`src/rtl/dma_if.sv`:
```
// dma_if: device, CPU-bus and memory-write signals of the DMA engine.
//
// Handshakes:
//   bus_req/bus_grant: the engine raises bus_req and owns the bus only in
//   cycles where bus_grant is high. It never drives a write without grant.
//   mem_write/mem_ack: mem_write is the valid and mem_ack is the ready. A word
//   transfers at a rising clk edge where both are high. While mem_write is
//   high and mem_ack is low, mem_addr and mem_data are held stable. mem_ack
//   with mem_write low has no effect.
interface dma_if #(
  parameter int WORD_SIZE       = 16,
  parameter int WORDS_PER_BLOCK = 4,
  parameter int OFFSET_BITS     = 2
);
  logic                                 dev_interrupt;
  logic [WORDS_PER_BLOCK*WORD_SIZE-1:0] dev_data;
  logic [OFFSET_BITS-1:0]               dev_offset;
  logic [WORD_SIZE-1:0]                 base_addr;
  logic                                 bus_req;
  logic                                 bus_grant;
  logic                                 mem_write;
  logic [WORD_SIZE-1:0]                 mem_addr;
  logic [WORD_SIZE-1:0]                 mem_data;
  logic                                 mem_ack;
  logic                                 dma_end;
  logic                                 busy;

  // DMA engine side
  modport master (
    input  dev_interrupt, dev_data, base_addr, bus_grant, mem_ack,
    output dev_offset, bus_req, mem_write, mem_addr, mem_data, dma_end, busy
  );

  // Environment side: device, CPU and memory
  modport slave (
    output dev_interrupt, dev_data, base_addr, bus_grant, mem_ack,
    input  dev_offset, bus_req, mem_write, mem_addr, mem_data, dma_end, busy
  );
endinterface

```
`src/rtl/dma_controller.sv`:
```
// dma_controller: bus-master DMA engine. On a rising interrupt edge it
// requests the bus, reads NUM_BLOCKS device blocks and writes each one to
// memory as WORDS_PER_BLOCK words (least-significant word first) starting at
// the sampled base address, then pulses dma_end.
// Optional build macro DMA_CYCLE_STEAL_EN: release the bus for one cycle
// between blocks (state S_YIELD) so the CPU can regain it.
module dma_controller #(
  parameter int WORD_SIZE       = 16,
  parameter int NUM_BLOCKS      = 3,
  parameter int WORDS_PER_BLOCK = 4,
  parameter int OFFSET_BITS     = 2
) (
  input  logic       clk,
  input  logic       reset,
  dma_if.master      bus,
  output logic [2:0] dbg_state
);
  localparam int DATA_W    = WORDS_PER_BLOCK * WORD_SIZE;
  localparam int WORD_BITS = $clog2(WORDS_PER_BLOCK);
  localparam logic [WORD_BITS-1:0]   LAST_WRD = WORD_BITS'(WORDS_PER_BLOCK - 1);
  localparam logic [OFFSET_BITS-1:0] LAST_BLK = OFFSET_BITS'(NUM_BLOCKS - 1);

  typedef enum logic [2:0] {
    S_IDLE,
    S_REQ,
    S_LOAD,
    S_WRITE,
    S_DONE
`ifdef DMA_CYCLE_STEAL_EN
    , S_YIELD
`endif
  } state_t;

  state_t                 state;
  state_t                 state_next;
  logic                   int_q;
  logic [WORD_SIZE-1:0]   addr_reg;
  logic [OFFSET_BITS-1:0] blk;
  logic [WORD_BITS-1:0]   wrd;
  logic [DATA_W-1:0]      blk_buf;
  logic                   accept;
  logic                   word_done;

  // A level held high or an edge outside IDLE never starts a transfer.
  assign accept    = bus.dev_interrupt & ~int_q & (state == S_IDLE);
  assign word_done = (state == S_WRITE) & bus.bus_grant & bus.mem_ack;

  assign bus.busy       = (state != S_IDLE);
  assign bus.dev_offset = blk;
  assign bus.mem_addr   = (state == S_WRITE)
                          ? addr_reg + WORD_SIZE'(blk) * WORD_SIZE'(WORDS_PER_BLOCK)
                            + WORD_SIZE'(wrd)
                          : '0;
  assign bus.mem_data   = (state == S_WRITE) ? blk_buf[WORD_SIZE*wrd +: WORD_SIZE] : '0;
  assign dbg_state      = state;

  // State register; reset aborts any transfer and releases the bus at once.
  always_ff @(posedge clk) begin
    if (reset) state <= S_IDLE;
    else       state <= state_next;
  end

  // Next-state and bus/handshake outputs.
  always_comb begin
    state_next    = state;
    bus.bus_req   = 1'b0;
    bus.mem_write = 1'b0;
    bus.dma_end   = 1'b0;
    case (state)
      S_IDLE: begin
        if (accept) state_next = S_REQ;
      end
      S_REQ: begin
        bus.bus_req = 1'b1;
        if (bus.bus_grant) state_next = S_LOAD;
      end
      S_LOAD: begin
        bus.bus_req = 1'b1;
        if (bus.bus_grant) state_next = S_WRITE;
      end
      S_WRITE: begin
        bus.bus_req   = 1'b1;
        bus.mem_write = bus.bus_grant;
        if (word_done && (wrd == LAST_WRD)) begin
          if (blk != LAST_BLK) begin
`ifdef DMA_CYCLE_STEAL_EN
            state_next = S_YIELD;
`else
            state_next = S_LOAD;
`endif
          end else begin
            state_next = S_DONE;
          end
        end
      end
      S_DONE: begin
        bus.dma_end = 1'b1;
        state_next  = S_IDLE;
      end
`ifdef DMA_CYCLE_STEAL_EN
      S_YIELD: begin
        state_next = S_REQ;
      end
`endif
      default: state_next = S_IDLE;
    endcase
  end

  // Datapath: interrupt edge register, base latch, block/word counters, buffer.
  always_ff @(posedge clk) begin
    if (reset) begin
      int_q    <= 1'b0;
      addr_reg <= '0;
      blk      <= '0;
      wrd      <= '0;
      blk_buf  <= '0;
    end else begin
      int_q <= bus.dev_interrupt;
      if (accept) begin
        addr_reg <= bus.base_addr;
        blk      <= '0;
        wrd      <= '0;
      end
      if ((state == S_LOAD) && bus.bus_grant) blk_buf <= bus.dev_data;
      if (word_done) begin
        if (wrd != LAST_WRD) begin
          wrd <= wrd + 1'b1;
        end else begin
          wrd <= '0;
          // Clearing blk after the last block drives offset 0 during S_DONE.
          blk <= (blk == LAST_BLK) ? '0 : blk + 1'b1;
        end
      end
    end
  end
endmodule

```
`src/flat_wrapper.sv`:
```
// flat-port wrapper written by rule: the top's interface ports become plain ports
module dma_controller_flat 
#(
  parameter int WORD_SIZE       = 16,
  parameter int NUM_BLOCKS      = 3,
  parameter int WORDS_PER_BLOCK = 4,
  parameter int OFFSET_BITS     = 2
)
  (clk, reset, dbg_state, bus_dev_interrupt, bus_dev_data, bus_base_addr, bus_bus_grant, bus_mem_ack, bus_dev_offset, bus_bus_req, bus_mem_write, bus_mem_addr, bus_mem_data, bus_dma_end, bus_busy);
  dma_if #(.WORD_SIZE(WORD_SIZE), .WORDS_PER_BLOCK(WORDS_PER_BLOCK), .OFFSET_BITS(OFFSET_BITS)) bus_i ();
  input  logic clk;
  input  logic reset;
  output logic [2:0] dbg_state;
  input wire logic [$bits(bus_i.dev_interrupt)-1:0] bus_dev_interrupt;
  input wire logic [$bits(bus_i.dev_data)-1:0] bus_dev_data;
  input wire logic [$bits(bus_i.base_addr)-1:0] bus_base_addr;
  input wire logic [$bits(bus_i.bus_grant)-1:0] bus_bus_grant;
  input wire logic [$bits(bus_i.mem_ack)-1:0] bus_mem_ack;
  output wire logic [$bits(bus_i.dev_offset)-1:0] bus_dev_offset;
  output wire logic [$bits(bus_i.bus_req)-1:0] bus_bus_req;
  output wire logic [$bits(bus_i.mem_write)-1:0] bus_mem_write;
  output wire logic [$bits(bus_i.mem_addr)-1:0] bus_mem_addr;
  output wire logic [$bits(bus_i.mem_data)-1:0] bus_mem_data;
  output wire logic [$bits(bus_i.dma_end)-1:0] bus_dma_end;
  output wire logic [$bits(bus_i.busy)-1:0] bus_busy;
  assign bus_i.dev_interrupt = bus_dev_interrupt;
  assign bus_i.dev_data = bus_dev_data;
  assign bus_i.base_addr = bus_base_addr;
  assign bus_i.bus_grant = bus_bus_grant;
  assign bus_i.mem_ack = bus_mem_ack;
  assign bus_dev_offset = bus_i.dev_offset;
  assign bus_bus_req = bus_i.bus_req;
  assign bus_mem_write = bus_i.mem_write;
  assign bus_mem_addr = bus_i.mem_addr;
  assign bus_mem_data = bus_i.mem_data;
  assign bus_dma_end = bus_i.dma_end;
  assign bus_busy = bus_i.busy;
  dma_controller #(.WORD_SIZE(WORD_SIZE), .NUM_BLOCKS(NUM_BLOCKS), .WORDS_PER_BLOCK(WORDS_PER_BLOCK), .OFFSET_BITS(OFFSET_BITS)) u_core (.clk(clk), .reset(reset), .bus(bus_i), .dbg_state(dbg_state));
endmodule
```
`config.mk`:
```
export PLATFORM = sky130hd
export DESIGN_NAME = dma_controller_flat
export DESIGN_NICKNAME = d
export VERILOG_FILES = /design/src/rtl/dma_if.sv /design/src/rtl/dma_controller.sv /design/src/flat_wrapper.sv
export SDC_FILE = /design/constraint.sdc
export NUM_CORES = 1
export LEC_CHECK = 0
export BUFFER_PORTS_ARGS = -buffer_cell sky130_fd_sc_hd__buf_2
export CAP_MARGIN = 20
export CORE_ASPECT_RATIO = 0.6
export CORE_UTILIZATION = 51
export CTS_CLUSTER_DIAMETER = 50
export DETAILED_ROUTE_END_ITERATION = 8
export PLACE_DENSITY = 0.8
export SYNTH_ARGS = -nofsm -noshare
export SYNTH_HDL_FRONTEND = slang
export SYNTH_SLANG_ARGS = --single-unit
```
`constraint.sdc`:
```
create_clock -name clk -period 2.08 [get_ports clk]
set_clock_uncertainty 0.1 [all_clocks]
set_input_delay 0.104 -clock clk [delete_from_list [all_inputs] [get_ports clk]]
set_output_delay 0.104 -clock clk [all_outputs]
set_load 0.01 [all_outputs]
```
==> results.tsv <==
metric	value	unit
Switch Pwr	903	uW
violated checks	negative setup slack	
wire per inst	15.3	um
dpl ws	102	ps
WP data arrival	2070	ps
Startpoint Class	register	
type of the worst setup path	reg2out	
Seq pwr share	45.6	%
htree depth	3	
Critical R2R Launch	u_core.wrd[1]	
unrepaired setup endpoints after global routing	true	
pin count of the biggest net entering global routing	65	
crit-path max FO	6	
Int Pwr	3.02	mW
Avg Inst Size Synth	8.08	um^2
Clk pwr share	42.2	%
maximum vdd drop	456	uV
leakage	2.48	nW
vias in the first global route	4281	
gr usage total	30.9	%
FP Rows	24	
worst setup margin	-196	ps
clk slew on worst S/H paths	60	ps
first-pass GRT wire length	20400	um
Die X	117	um
status	complete, but fails checks	
Req. time, crit path	1880	ps
distinct cell type count after synthesis	39	
crit path capture	bus_mem_addr[15]	
# IOs	126	
Max-Cap Viols	0	
Sw Ratio	23.0	%
CP endpoint kind	primary output	
CP Launch Point	u_core.bus.dev_offset[1]	
Async SR Flop Fraction	0	%
Pwr Density	629	nW/um^2
routed via count	4404	
antenna-violating nets left	0	
Post-Route WL	12600	um
Gate Count Post-Synth	505	
Synth Cell Area	4080	um^2
FF-to-FF End	u_core.dbg_state[1]	
yosys warns	0	
Cells after DPL	718	
sequential area share after synthesis	43.2	%
die area	8380	um^2
number of buffers created by CTS	9	
Die Y	71.3	um
Layout area overhead	53.0	%
fin cells	822	
Final Hold Vio Count	0	
Worst-Skew Late Latency	340	ps
Largest register FFs	64	
vias per std cell	5.36	
TritonCTS clock tree	yes	
Worst slew margin	68.9	%
Fmax	439	MHz
r2r setup slk	260	ps
initial antenna violation count	0	
top_reg_cell synth	dfxtp_1	
final net count	805	
Iteration-0 DRC Markers	337	
Core ar.	7510	um^2
initial core utilization	54.4	%
clk sinks	88	
count of pins over their slew limit	0	
syn_nets	596	
GP Congestion	0.905	
Final period util	109	%
Post-synth EDFFs	0	
worst slew pin tran	466	ps
Detailed Routing Iterations Pass 1	5	
share of cells above drive strength 1	29.7	%
clock tree buffer depth	2	
filler cell count	467	
number of remaining DRC errors	0	
post-detail-place hpwl	7240	um
number of setup violations in the final report	11	
GRT Residual Overflow	0	
root buffer cell	clkbuf_16	
final antenna diode count	0	
Gate power share	12.2	%
class of the worst hold path	in2reg	
crit path time final	2280	ps
synthesized flop and latch total	88	
Worst R2R Path Depth	7	
port bufs	125	
==> worst min path at each step <==
stage	start	end	slack, ps	cells past startpoint
finish	bus_bus_grant	u_core.dbg_state[2]	60	3
global route	bus_bus_grant	u_core.dbg_state[2]	70	3
CTS	bus_bus_grant	u_core.dbg_state[2]	50	3
detailed placement	bus_base_addr[10]	u_core.addr_reg[10]	250	3
global placement	bus_dev_data[56]	u_core.blk_buf[56]	250	3
floorplan	bus_dev_interrupt	u_core.int_q	130	1
==> power by group through the flow <==
stage	Combinational [mW]	Sequential (mW)	Clock, mW
after floorplan	0.185	1.81	0
after global placement	0.324	1.82	0
after detailed placement	0.334	1.82	0
after CTS	0.462	1.79	1.67
after global routing	0.522	1.80	1.74
final	0.479	1.79	1.66
==> critical path, stage by stage, from the launching register on <==
cell and delay, ps:
dfxtp_2 340, ha_4 270, o21a_1 180, a21oi_4 90, buf_6 140, or4_4 410
a21oi_2 140, buf_2 150
==> logic make-up (layout without fill, tap and decap cells) <==
family	after synthesis	after routing	share of synthesized area, %
buffers and inverters	41	254	4.26
and+or+nand+nor	236	236	25.4
muxes	17	17	9.07
DFF	88	88	43.2
xor gates and xnor gates	7	7	1.50
AOI/OAI and AO/OA	110	110	14.6
adders and majority gates	6	6	2.02
==> through the flow <==
| step | area [um^2] | utilization, % | TNS, ps | total power [mW] | hold WS, ps |
|---|---|---|---|---|---|
| global route | 6240 | 83.2 | -1720 | 4.06 | 74.4 |
| detailed placement | 4870 | 64.8 | 0 | 2.16 | 250 |
| floorplan | 4080 | - | 0 | 1.99 | 132 |
| CTS | 6140 | 81.8 | -741 | 3.92 | 51.1 |
| finish | 6240 | 83.2 | -1070 | 3.93 | 63.3 |
| global placement | 4870 | 64.8 | 0 | 2.14 | 246 |
==> what timing repair did <==
action	4_1_cts	5_1_grt
setup endpoints to repair	28	24
endpoints found under the hold margin	83	0
setup buffers	2	3
cloned	1	0
hold buffers	83	0
pin swaps	17	12
resized for setup	25	22
==> cell usage after synthesis (2+ instances only) <==
| master | n | area share [%] |
|---|---|---|
| a211oi_1 | 3 | 0.55 |
| a21oi_1 | 92 | 11 |
| and2_1 | 21 | 3.2 |
| and3_1 | 3 | 0.46 |
| buf_2 | 12 | 1.5 |
| clkbuf_1 | 23 | 2.1 |
| dfxtp_1 | 88 | 43 |
| ha_1 | 5 | 1.5 |
| inv_1 | 4 | 0.37 |
| mux4_2 | 16 | 8.8 |
| nand2_1 | 168 | 15 |
| nand2b_1 | 3 | 0.46 |
| nand3_1 | 11 | 1.3 |
| nand3b_1 | 2 | 0.37 |
| nand4_1 | 3 | 0.46 |
| nor2_1 | 10 | 0.92 |
| nor3b_1 | 2 | 0.37 |
| o21ai_0 | 4 | 0.49 |
| o31ai_1 | 4 | 0.74 |
| or3_1 | 3 | 0.46 |
| or4_1 | 5 | 0.92 |
| xnor2_1 | 6 | 1.3 |
==> area by class of cell <==
type,count,area [um^2],area share [%]
clock buffer,13,270,4.33
clock inverter,2,37.5,0.601
multi-input combinational,376,2300,36.8
timing repair buffer,235,1720,27.5
inverter,4,15.0,0.240
tap,104,130,2.08
sequential,88,1780,28.5
==> per-layer routing <==
layer / up-vias / wire length, um / track usage (%)
li1: 2127 / - / -
met2: 193 / 6030 / 53.3
met1: 2054 / 5490 / 38.9
met3: 30 / 802 / 6.13
met4: 0 / 261 / 12.1
met5: - / 0 / 0
==> cells in the final DEF, fill, tap and decap left out, types with 3 or more instances in the layout <==
master,synthesis,final
a21oi_1,92,86
a21oi_2,0,5
and2_1,21,21
buf_2,12,125
buf_4,1,17
buf_6,0,7
clkbuf_16,0,9
clkbuf_8,0,3
dfxtp_1,88,80
dfxtp_2,0,6
dlygate4sd3_1,0,83
ha_4,0,4
inv_1,4,4
mux4_2,16,16
nand2_1,168,167
nand2b_1,3,3
nand3_1,11,8
nand4_1,3,3
nor2_1,10,10
o21ai_0,4,3
o31ai_1,4,4
or3_1,3,3
or4_1,5,3
xnor2_1,6,6
Note: power is estimated with default switching activity, not from simulation.
